## src/rtl/alu_pkg.sv

```systemverilog
// alu_pkg: constants and op codes shared by the ALU and the reservation station.
//   XLEN           datapath width
//   ROB_SIZE_WIDTH ROB tag width
//   ALU_OP_WIDTH   op code width
//   alu_op_e       op code encoding
package alu_pkg;

  localparam int XLEN           = 32;
  localparam int ROB_SIZE_WIDTH = 3;
  localparam int ALU_OP_WIDTH   = 4;

  typedef enum logic [ALU_OP_WIDTH-1:0] {
    ALU_ADD  = 4'd0,
    ALU_SUB  = 4'd1,
    ALU_AND  = 4'd2,
    ALU_OR   = 4'd3,
    ALU_XOR  = 4'd4,
    ALU_SHL  = 4'd5,
    ALU_SHR  = 4'd6,
    ALU_SHRA = 4'd7,
    ALU_EQ   = 4'd8,
    ALU_NEQ  = 4'd9,
    ALU_LT   = 4'd10,
    ALU_LTU  = 4'd11,
    ALU_GE   = 4'd12,
    ALU_GEU  = 4'd13
  } alu_op_e;

endpackage

```

## src/rtl/alu_compute.sv

```systemverilog
// alu_compute: purely combinational op/operand -> result.
//   i_op    op code (alu_op_e encoding; 14 and 15 give zero)
//   i_val1  operand 1
//   i_val2  operand 2; only [4:0] is used as the shift amount
//   o_res   result; compares return 1 or 0
module alu_compute
  import alu_pkg::*;
(
  input  logic [ALU_OP_WIDTH-1:0] i_op,
  input  logic [XLEN-1:0]         i_val1,
  input  logic [XLEN-1:0]         i_val2,
  output logic [XLEN-1:0]         o_res
);

  logic [4:0] w_shamt;
  logic       w_lt_s;
  logic       w_lt_u;
  logic       w_eq;

  assign w_shamt = i_val2[4:0];
  assign w_lt_s  = $signed(i_val1) < $signed(i_val2);
  assign w_lt_u  = i_val1 < i_val2;
  assign w_eq    = i_val1 == i_val2;

  always_comb begin
    o_res = '0;
    case (alu_op_e'(i_op))
      ALU_ADD:  o_res = i_val1 + i_val2;
      ALU_SUB:  o_res = i_val1 - i_val2;
      ALU_AND:  o_res = i_val1 & i_val2;
      ALU_OR:   o_res = i_val1 | i_val2;
      ALU_XOR:  o_res = i_val1 ^ i_val2;
      ALU_SHL:  o_res = i_val1 << w_shamt;
      ALU_SHR:  o_res = i_val1 >> w_shamt;
      ALU_SHRA: o_res = $unsigned($signed(i_val1) >>> w_shamt);
      ALU_EQ:   o_res = {{(XLEN-1){1'b0}}, w_eq};
      ALU_NEQ:  o_res = {{(XLEN-1){1'b0}}, ~w_eq};
      ALU_LT:   o_res = {{(XLEN-1){1'b0}}, w_lt_s};
      ALU_LTU:  o_res = {{(XLEN-1){1'b0}}, w_lt_u};
      ALU_GE:   o_res = {{(XLEN-1){1'b0}}, ~w_lt_s};
      ALU_GEU:  o_res = {{(XLEN-1){1'b0}}, ~w_lt_u};
      default:  o_res = '0;
    endcase
  end

endmodule

```

## src/rtl/alu.sv

```systemverilog
// alu: two-stage pipelined integer execution unit.
//   clk, rst        clock; asynchronous active-high reset
//   flush           synchronous kill of all in-flight work
//   rs_ready/op/val1/val2/id   issue from the reservation station (never stalled)
//   alu_ready/res/id           result broadcast, one-cycle pulse per op
//   alu_idle        no valid op in either stage
module alu
  import alu_pkg::*;
(
  input  logic                      clk,
  input  logic                      rst,
  input  logic                      flush,
  input  logic                      rs_ready,
  input  logic [ALU_OP_WIDTH-1:0]   rs_op,
  input  logic [XLEN-1:0]           rs_val1,
  input  logic [XLEN-1:0]           rs_val2,
  input  logic [ROB_SIZE_WIDTH-1:0] rs_id,
  output logic                      alu_ready,
  output logic [XLEN-1:0]           alu_res,
  output logic [ROB_SIZE_WIDTH-1:0] alu_id,
  output logic                      alu_idle
);

  logic                      r_e1_valid;
  logic [ALU_OP_WIDTH-1:0]   r_e1_op;
  logic [XLEN-1:0]           r_e1_val1;
  logic [XLEN-1:0]           r_e1_val2;
  logic [ROB_SIZE_WIDTH-1:0] r_e1_id;

  logic                      r_e2_valid;
  logic [XLEN-1:0]           r_e2_res;
  logic [ROB_SIZE_WIDTH-1:0] r_e2_id;

  logic [XLEN-1:0]           w_res;

  // E1: an issue coinciding with flush is dropped.
  always_ff @(posedge clk or posedge rst) begin
    if (rst) begin
      r_e1_valid <= 1'b0;
      r_e1_op    <= '0;
      r_e1_val1  <= '0;
      r_e1_val2  <= '0;
      r_e1_id    <= '0;
    end else begin
      r_e1_valid <= rs_ready & ~flush;
      if (rs_ready && !flush) begin
        r_e1_op   <= rs_op;
        r_e1_val1 <= rs_val1;
        r_e1_val2 <= rs_val2;
        r_e1_id   <= rs_id;
      end
    end
  end

  alu_compute u_compute (
    .i_op   (r_e1_op),
    .i_val1 (r_e1_val1),
    .i_val2 (r_e1_val2),
    .o_res  (w_res)
  );

  // E2: result/tag only update on a surviving op so they hold between pulses.
  always_ff @(posedge clk or posedge rst) begin
    if (rst) begin
      r_e2_valid <= 1'b0;
      r_e2_res   <= '0;
      r_e2_id    <= '0;
    end else begin
      r_e2_valid <= r_e1_valid & ~flush;
      if (r_e1_valid && !flush) begin
        r_e2_res <= w_res;
        r_e2_id  <= r_e1_id;
      end
    end
  end

  assign alu_ready = r_e2_valid;
  assign alu_res   = r_e2_res;
  assign alu_id    = r_e2_id;
  assign alu_idle  = ~r_e1_valid & ~r_e2_valid;

endmodule

```

## config.mk

```make
export PLATFORM = sky130hd
export DESIGN_NAME = alu
export DESIGN_NICKNAME = d
export VERILOG_FILES = /design/src/rtl/alu_pkg.sv /design/src/rtl/alu_compute.sv /design/src/rtl/alu.sv
export SDC_FILE = /design/constraint.sdc
export NUM_CORES = 1
export LEC_CHECK = 0
export ABC_AREA = 1
export BUFFER_PORTS_ARGS = -buffer_cell sky130_fd_sc_hd__buf_2
export CAP_MARGIN = 20
export CORE_MARGIN = 3
export CORE_UTILIZATION = 30
export DETAILED_ROUTE_END_ITERATION = 10
export PLACE_DENSITY = 0.44
export SLEW_MARGIN = 20
export SYNTH_ARGS = -nofsm -noshare
export SYNTH_HDL_FRONTEND = slang
export SYNTH_SLANG_ARGS = --single-unit
```

## constraint.sdc

```tcl
create_clock -name clk -period 3.6 [get_ports clk]
set_clock_uncertainty 0.05 [all_clocks]
set_input_delay 0.9 -clock clk [delete_from_list [all_inputs] [get_ports clk]]
set_output_delay 0.9 -clock clk [all_outputs]
set_load 0.005 [all_outputs]
```

* After elaboration in Yosys (flattened, before gate mapping) *
Index checks and enable logic that the tools add are counted.

storage, ports and cells
  register bits after elaboration = 108
  input port bits = 75

operators by class
  reductions and logical operators = 4
  bitwise operators = 12
  equality and inequality tests = 14
  add/subtract/negate cells = 2
  multiplexer cells = 1
  shift-type cells = 3
  magnitude comparators = 2

operators with widths
  kind                                           number
  case mux 32 bit (14 select lines)              1
  < comparator 32 bit                            2
  adder 32 bit                                   1
  AND 32 bit                                     1
  == test 32 bit                                 1
  bitwise OR 32 bit                              1
  left shift 32 x 5 -> 32 bit                    1
  right shift 32 x 5 -> 32 bit                   1
  >>> shifter 32 x 5 -> 32 bit                   1
  subtractor 32 bit                              1
  bitwise XOR 32 bit                             1
  == test 4 bit, second input constant           6
  == test 4 x 3 -> 1 bit, second input constant  4
  == test 4 x 2 -> 1 bit, second input constant  2
  inverter 1 bit                                 6
  == test 4 x 1 -> 1 bit, second input constant  1
  zero test 4 bit                                1
  AND 1 bit                                      3
  logical AND 1 bit                              2
  zero test 1 bit                                1

* Depth between registers and ports, before layout *
Gate-level depths: netlist of run 1.

  depth in word-level cells = 3
  mapped depth = 20

* Modules after synthesis *
Synthesis of run 1 repeated with hierarchy kept, for this count alone.

second synthesis, totals
  cell total of the unflattened synthesis = 2448
  area, all modules = 14257.4 um2

by module, submodules not included
  module       cells each  area an instance (um2)  times used  seq. area each (um2)
  alu_compute  1982        9985.8                  1           0.0
  alu          466         4271.6                  1           2702.6

* Worst setup path after synthesis of run 1 *
OpenSTA, ideal clock, no wires.

  path type = register to register
  start = register r_e1_val2[3]
  end = register r_e2_res[31], in the netlist alu_res[31]
  clock period less this slack = 2577 ps
  stages on the path, launching flop included = 21
  setup slack = 1023 ps
  data required time = 3432 ps
  arrival time = 2409 ps
  setup time = 118 ps
  buffers on the path = 4
  cells stage by stage = dfrtp_1 > buf_2 > inv_2 > buf_2 > buf_2 > ha_1 > buf_2 > nor2_1 > nand2_1 > inv_1 > nand2_1 > nand2_1 > nand2_1 > nand2_1 > nand2_1 > nand2_1 > nand2_1 > nand3_1 > nand3_1 > nand2_1 > nand2_1

between the ends
  cells in the longest elaborated chain, start to end = 2
  elaborated cells on any way between the ends = 6
  classes of those cells = add/sub (2); shift (3); mux (1)

ends and longest elaborated chain
  element                                    line               RTL
  from (decl)                                alu.sv:27          logic [XLEN-1:0] r_e1_val2;
  from (signal assigned)                     alu.sv:49          r_e1_val2 <= rs_val2;
  subtractor 32 bit (tied with other cells)  alu_compute.sv:29  ALU_SUB: o_res = i_val1 - i_val2;
  case mux 32 bit (14 select lines) (*)      alu_compute.sv:27  case (alu_op_e'(i_op))
  to (signal assigned)                       alu.sv:71          r_e2_res <= w_res;
  to (decl)                                  alu.sv:31          logic [XLEN-1:0] r_e2_res;

Mark *: on every way between the ends. The rest lies on a longest branch, timed or not.
A chain may end at the register's enable or synchronous reset.

* Worst setup path in the final report of run 1 *
  start = register r_e1_val1[0]
  end = register r_e2_res[12], in the netlist alu_res[12]

between the ends
  cells in the longest elaborated chain, start to end = 2
  elaborated cells on any way between the ends = 6
  classes of those cells = add/sub (2); shift (3); mux (1)

ends and longest elaborated chain
  element                                    line               RTL
  from (decl)                                alu.sv:26          logic [XLEN-1:0] r_e1_val1;
  from (signal assigned)                     alu.sv:48          r_e1_val1 <= rs_val1;
  subtractor 32 bit (tied with other cells)  alu_compute.sv:29
  case mux 32 bit (14 select lines) (*)      alu_compute.sv:27

Marked as above.

==> out/metrics.csv, run 1 <==
stage;metric;value;unit
critical_path;crit path kind;flop to flop;
placement;IO buf count;111;
clocking;CTS buffer count;9;
critical_path;worst path required time;3.84;ns
yosys;Post-Synth XOR/XNOR Area;0.122;%
route;Final ANT Viol Nets;0;
timing;final hold violations;0;
floorplanning;Die ar.;50700;um^2
yosys;Synth area leader;nand2_1;
outcome;status;completed;
yosys;Synth top area share;21.3;%
route;Post-Route WL;78.0;mm
global_route;grt ovf;0;
clocking;Clock Path Buffers;2;
yosys;Syn Nets;2638;
yosys;Synth Instances;2460;
placement;routability cong.;0.998;
yosys;post-synthesis mux area share;0;%
power_and_ir_drop;pwr dens;474;nW/um^2
finish;Layout Utilization;33.7;%
route;wire per inst;24.9;um
critical_path;WP data arrival;3.72;ns
floorplanning;Die Ht;225;um
finish;area delta synth->final;9.83;%
yosys;post-synthesis area per instance;5.86;um^2
yosys;synth top area cells;nand2_1 21%, dfrtp_1 19%, nand3_1 14%;
floorplanning;CORE AREA;47000;um^2
timing;Max Fclk;287;MHz
global_route;largest net degree at the start of global routing;82;
yosys;synth warn;0;
yosys;post-synthesis sequential area ratio;18.8;%
critical_path;FF-to-FF path depth;13;
yosys;compound-cell area share of the yosys netlist;12.3;%
clocking;CTS tree;built;
floorplanning;die width;225;um
route;# DRC;0;
min_path;min-delay worst type;primary input to async pin;
timing;hold_ws;0.390;ns
yosys;library cells used by synthesis;53;
global_route;global-route wire length before repair;113;mm
critical_path;crit path launch;r_e1_val1[0];
yosys;number of synthesized flops with an enable pin;0;
global_route;global router's overall resource usage;30.5;%
floorplanning;Top Ports;112;
route;vias after detailed routing;17000;
timing;slew of the pin with the lowest slew margin;0.989;ns
yosys;Primary FF master, synth;dfrtp_1;
timing;final setup fails;0;
floorplanning;Initial Utilization;30.7;%
timing;Slew Viols, Final;0;
timing;crit path time final;3.48;ns
critical_path;Worst Path Max Fanout;5;
finish;Diodes inserted;0;
yosys;largest family of logic cells by synthesized area;simple AND/OR/NAND/NOR gates;
finish;nets@finish;2696;
critical_path;r2r startpoint;r_e1_val1[0];
placement;placed insts;3114;
route;Via density;5.43;
yosys;adder-cell share of the synthesized area;9.05;%
timing;Max-Slew Margin vs Limit;33.9;%
power_and_ir_drop;Leakage;8.35;nW
finish;commonest non-fill, non-tap cell in the layout;nand2_1;
clocking;Clk pin slew, worst setup/hold paths;0.09;ns
finish;Final Instance Count excl. Fillers;3130;
timing;RSZ-0062 raised after global routing;false;
run;max-cap violations;0;
clocking;H-tree depth;3;
placement;Detailed Place HPWL;63.7;mm
finish;layout cells sized above 1;12.7;%
critical_path;CP Capture Type;flop;
yosys;asr flop ratio synth;100;%
clocking;clock tree sinks;108;
finish;commonest non-fill, non-tap cells in the layout;818 x nand2_1, 417 x nand3_1, 255 x inv_1, 160 x nor2_1;
floorplanning;num rows;79;
placement;worst slack, placed;0.00904;ns
power_and_ir_drop;VDD IR max;0.000231;V
yosys;Synth Area in Simple Gates;47.8;%
yosys;Synth Cell Area;14400;um^2
timing;Worst Setup Slack, final;0.116;ns
global_route;initial antenna violation count;2;
timing;post-route clock period utilization;96.8;%
route;number of DRC markers in iteration 0;1624;
critical_path;Startpoint Class;flop;
clocking;root buf cell;clkbuf_16;
clocking;Clk Latency, worst-skew pair;0.41;ns
yosys;synthesized flop and latch total;108;
route;TritonRoute pass-1 iters;5;
global_route;vias in the first global route;16700;
-- critical path: stages, from the launching register on --
cell	delay, ns
dfrtp_1	0.49
ha_1	0.34
fa_1	0.41
nand2_1	0.12
nand2_1	0.11
and2_1	0.19
nand2_1	0.11
nand2_1	0.23
nand2_1	0.12
nand2_1	0.15
o21ai_0	0.39
nand2_1	0.20
o21ai_1	0.36
nand2_1	0.08
-- report_power, final --
part	switching [mW]	total [mW]	leakage (nW)	internal, mW
combinational	3.28	4.64	6.84	1.36
clock	0.634	1.13	0.149	0.499
sequential	0.289	1.72	1.36	1.43
-- layout make-up --
type / instances / area [um^2]
clock buffers: 9 / 225
repair buffers: 165 / 1020
clock inverters: 7 / 78.8
multi-input cells: 1957 / 9980
fillers: 5370 / 31100
inverters: 277 / 1050
well taps: 607 / 759
flip-flops and latches: 108 / 2710
-- registers in the layout, indices dropped and copies added, names as in the netlist --
name	count
alu_id	3
r_e1_valid	1
r_e1_val2	32
r_e1_op	4
alu_res	32
r_e1_val1	32
alu_ready	1
r_e1_id	3
-- layer usage --
metal	track usage, %	wire [um]	part of all wire (%)
met2	49.4	35500	45
met3	5.84	5430	7.0
met1	40.6	34100	44
met4	11.3	3000	3.8
met5	0	11	0.014
-- cell usage after synthesis, types with 17 or more instances --
master	n
clkbuf_1	22
o21ai_1	25
o21ai_0	111
nor2_1	160
a21oi_1	82
nand2_2	37
o22ai_1	17
dfrtp_1	108
nor3_1	20
inv_1	257
buf_2	57
ha_1	101
nand4_1	21
inv_2	18
nand2_1	818
buf_4	23
nand3_1	417
-- through the flow --
| stage | TNS [ns] | power (mW) | cell area [um^2] |
|---|---|---|---|
| 3_5_place_dp | 0 | 6.30 | 15500 |
| 4_1_cts | 0 | 7.46 | 15800 |
| 3_3_place_gp | -0.0504 | 6.33 | 15500 |
| 6_report | 0 | 7.50 | 15800 |
| 2_1_floorplan | 0 | 4.59 | 14400 |
| 5_1_grt | 0 | 8.04 | 15800 |
-- path summary, 6_finish.rpt --
path / endpoint / slack (ns)
max in group asynchronous: alu_res[28] / 2.33
min in group clk: alu_id[2] / 0.43
worst min register to register: alu_id[2] / 0.43
worst min-delay path: r_e1_op[1] / 0.39
worst max register to register: alu_res[12] / 0.12
worst max-delay path: alu_res[12] / 0.12
-- timing repair --
item | in CTS | in global routing
buffers inserted | 0 | 0
hold buffers | 0 | 0
resized for setup | 1 | 0
setup endpoints to repair | 1 | 0
-- cell families after synthesis --
logic type	Yosys count
simple gates	1552
compound gates	300
fa+ha+maj	103
xor+xnor	2
flops	108
buf+inv	395
(Power assumes the default switching activity.)
==> run 2, diff against run 1 <==
BUFFER_PORTS_ARGS = -buffer_cell sky130_fd_sc_hd__buf_4   (was -buffer_cell sky130_fd_sc_hd__buf_2)
==> run 2 against run 1 <==
Net effect:
- first-iteration DRC count grew 17%
- die area is the same
- register-to-register slack gained 0.08 ns
- global-route usage grew 0.16 points
- clock-buffer cell count grew 1
- largest power group unchanged
- maximum frequency grew 2.4%
- critical endpoint is now alu_res[15]
- combinational power grew 4%
- via count grew 0.88%
- hold slack gained 0.049 ns
- non-clock buffer count shrank 1
- clock power grew 4%
- cell area grew 1.9%
==> out/metrics.csv, run 2 (synthesized netlist as in run 1, its figures left out) <==
stage;metric;value;unit
route;Final ANT Viol Nets;0;
critical_path;Crit-path slowest cell;dfrtp_1;
global_route;global-route wire length before repair;113;mm
floorplanning;CORE AREA;47000;um^2
floorplanning;die width;225;um
critical_path;cells along the critical path;inv_1 -> ha_1 -> nor2_1 -> nand2_1 -> nor4_1 -> nand2_1 -> nand2_1 -> nand2_1 -> nand3_1 -> nand3_1 -> o21ai_1 -> nand2_1;
critical_path;Startpoint Class;flop;
power_and_ir_drop;Leakage;8.43;nW
placement;placed insts;3113;
timing;post-route clock period utilization;94.5;%
floorplanning;num rows;79;
timing;final hold violations;0;
critical_path;CP Capture Type;flop;
critical_path;crit path kind;flop to flop;
clocking;CTS tree;built;
route;# DRC;0;
finish;layout cells sized above 1;12.6;%
floorplanning;Die ar.;50700;um^2
clocking;Clk Latency, worst-skew pair;0.41;ns
finish;area delta synth->final;11.9;%
timing;Max-Slew Margin vs Limit;38.3;%
route;TritonRoute pass-1 iters;5;
finish;Layout Utilization;34.3;%
power_and_ir_drop;pwr dens;479;nW/um^2
critical_path;Critical R2R Capture;alu_res[15];
clocking;Clock Path Buffers;2;
clocking;clock tree sinks;108;
critical_path;crit path buf inv count;1;
timing;RSZ-0062 raised after global routing;false;
global_route;largest net degree at the start of global routing;83;
floorplanning;Initial Utilization;30.7;%
placement;Detailed Place HPWL;64.0;mm
power_and_ir_drop;VDD IR max;0.000216;V
critical_path;CP most frequent cell;nand2_1;
critical_path;r2r startpoint;r_e1_val1[10];
route;vias after detailed routing;17200;
critical_path;WP data arrival;3.64;ns
finish;Diodes inserted;0;
finish;nets@finish;2695;
finish;commonest non-fill, non-tap cell in the layout;nand2_1;
min_path;Hold Startpoint;r_e1_id[1];
critical_path;Worst path top cell family by delay;simple AND/OR/NAND/NOR gates;
critical_path;R2R setup slack;0.20;ns
timing;hold_ws;0.439;ns
timing;final setup fails;0;
global_route;initial antenna violation count;0;
clocking;post-cts sizing count;0;
timing;slew of the pin with the lowest slew margin;0.922;ns
run;max-cap violations;0;
placement;routability cong.;1.02;
critical_path;FF-to-FF path depth;12;
route;Via density;5.48;
clocking;H-tree depth;3;
route;number of DRC markers in iteration 0;1908;
timing;Max Fclk;294;MHz
clocking;post-cts hold buffer count;0;
global_route;vias in the first global route;16300;
finish;Fill cells;5364;
timing;setup TNS;0;ns
outcome;status;completed;
route;Post-Route WL;78.3;mm
timing;Slew Viols, Final;0;
min_path;Hold Path Stages;2;
clocking;Clk pin slew, worst setup/hold paths;0.09;ns
global_route;global router's overall resource usage;30.7;%
min_path;Hold Crit Endpoint;alu_id[1];
critical_path;worst path required time;3.84;ns
clocking;root buf cell;clkbuf_16;
global_route;grt ovf;0;
floorplanning;Top Ports;112;
floorplanning;Die Ht;225;um
finish;commonest non-fill, non-tap cells in the layout;818 x nand2_1, 417 x nand3_1, 255 x inv_1, 160 x nor2_1, 157 x buf_4;
finish;Final Instance Count excl. Fillers;3129;
critical_path;Worst Path Max Fanout;10;
clocking;setup bufs post-CTS;0;
placement;IO buf count;111;
clocking;CTS buffer count;9;
timing;crit path time final;3.40;ns
critical_path;slowest stage delay, CP;0.61;ns
route;wire per inst;25.0;um
min_path;min-delay worst type;flop to flop;
-- run 2: worst reg2reg max path: cells and delay by family, from the launching register on --
kind | cells | cell delay (ns)
flip-flops | 1 | 0.61
adder cells (fa/ha/maj) | 1 | 0.51
buffers and inverters | 1 | 0.12
AND/OR/NAND/NOR | 9 | 1.76
AO/OA/AOI/OAI | 1 | 0.23
-- run 2: where the power goes --
part / internal (mW) / leakage, nW / switching, mW
registers: 1.44 / 1.36 / 0.281
clock network: 0.568 / 0.153 / 0.600
logic: 1.45 / 6.92 / 3.39
-- run 2: through the flow --
step	cell area [um^2]	total power [mW]	worst slack, ns
2_1_floorplan	14400	4.59	1.02
3_3_place_gp	15800	6.53	0.164
3_5_place_dp	15800	6.48	0.288
4_1_cts	16100	7.69	0.236
5_1_grt	16100	8.25	0.0725
6_report	16100	7.72	0.198
-- run 2: cell type report --
class	count	area (um^2)	area share (%)
Tap cell	607	759	4.71
Clock buffer	10	239	1.48
Timing Repair Buffer	164	1320	8.18
Clock inverter	6	70.1	0.435
Multi-Input combinational cell	1957	9980	61.9
Sequential cell	108	2710	16.8
Inverter	277	1050	6.53
-- run 2: per-layer routing --
| metal | share of wire (%) | up-vias | track usage, % |
|---|---|---|---|
| met5 | 0 | - | 0 |
| met4 | 3.8 | 0 | 10.6 |
| met3 | 7.3 | 119 | 5.60 |
| met2 | 44 | 701 | 48.1 |
| met1 | 45 | 8254 | 42.5 |
| li1 | - | 8082 | - |
-- run 2: how the worst max path moves through the flow --
stage | from | end | depth (start not counted)
after floorplan | r_e1_val2[3] | alu_res[31] | 20
after global placement | r_e1_val1[10] | alu_res[15] | 12
after detailed placement | r_e1_val1[10] | alu_res[15] | 12
after CTS | r_e1_val1[10] | alu_res[15] | 12
after global routing | r_e1_val1[10] | alu_res[11] | 15
final | r_e1_val1[10] | alu_res[15] | 12
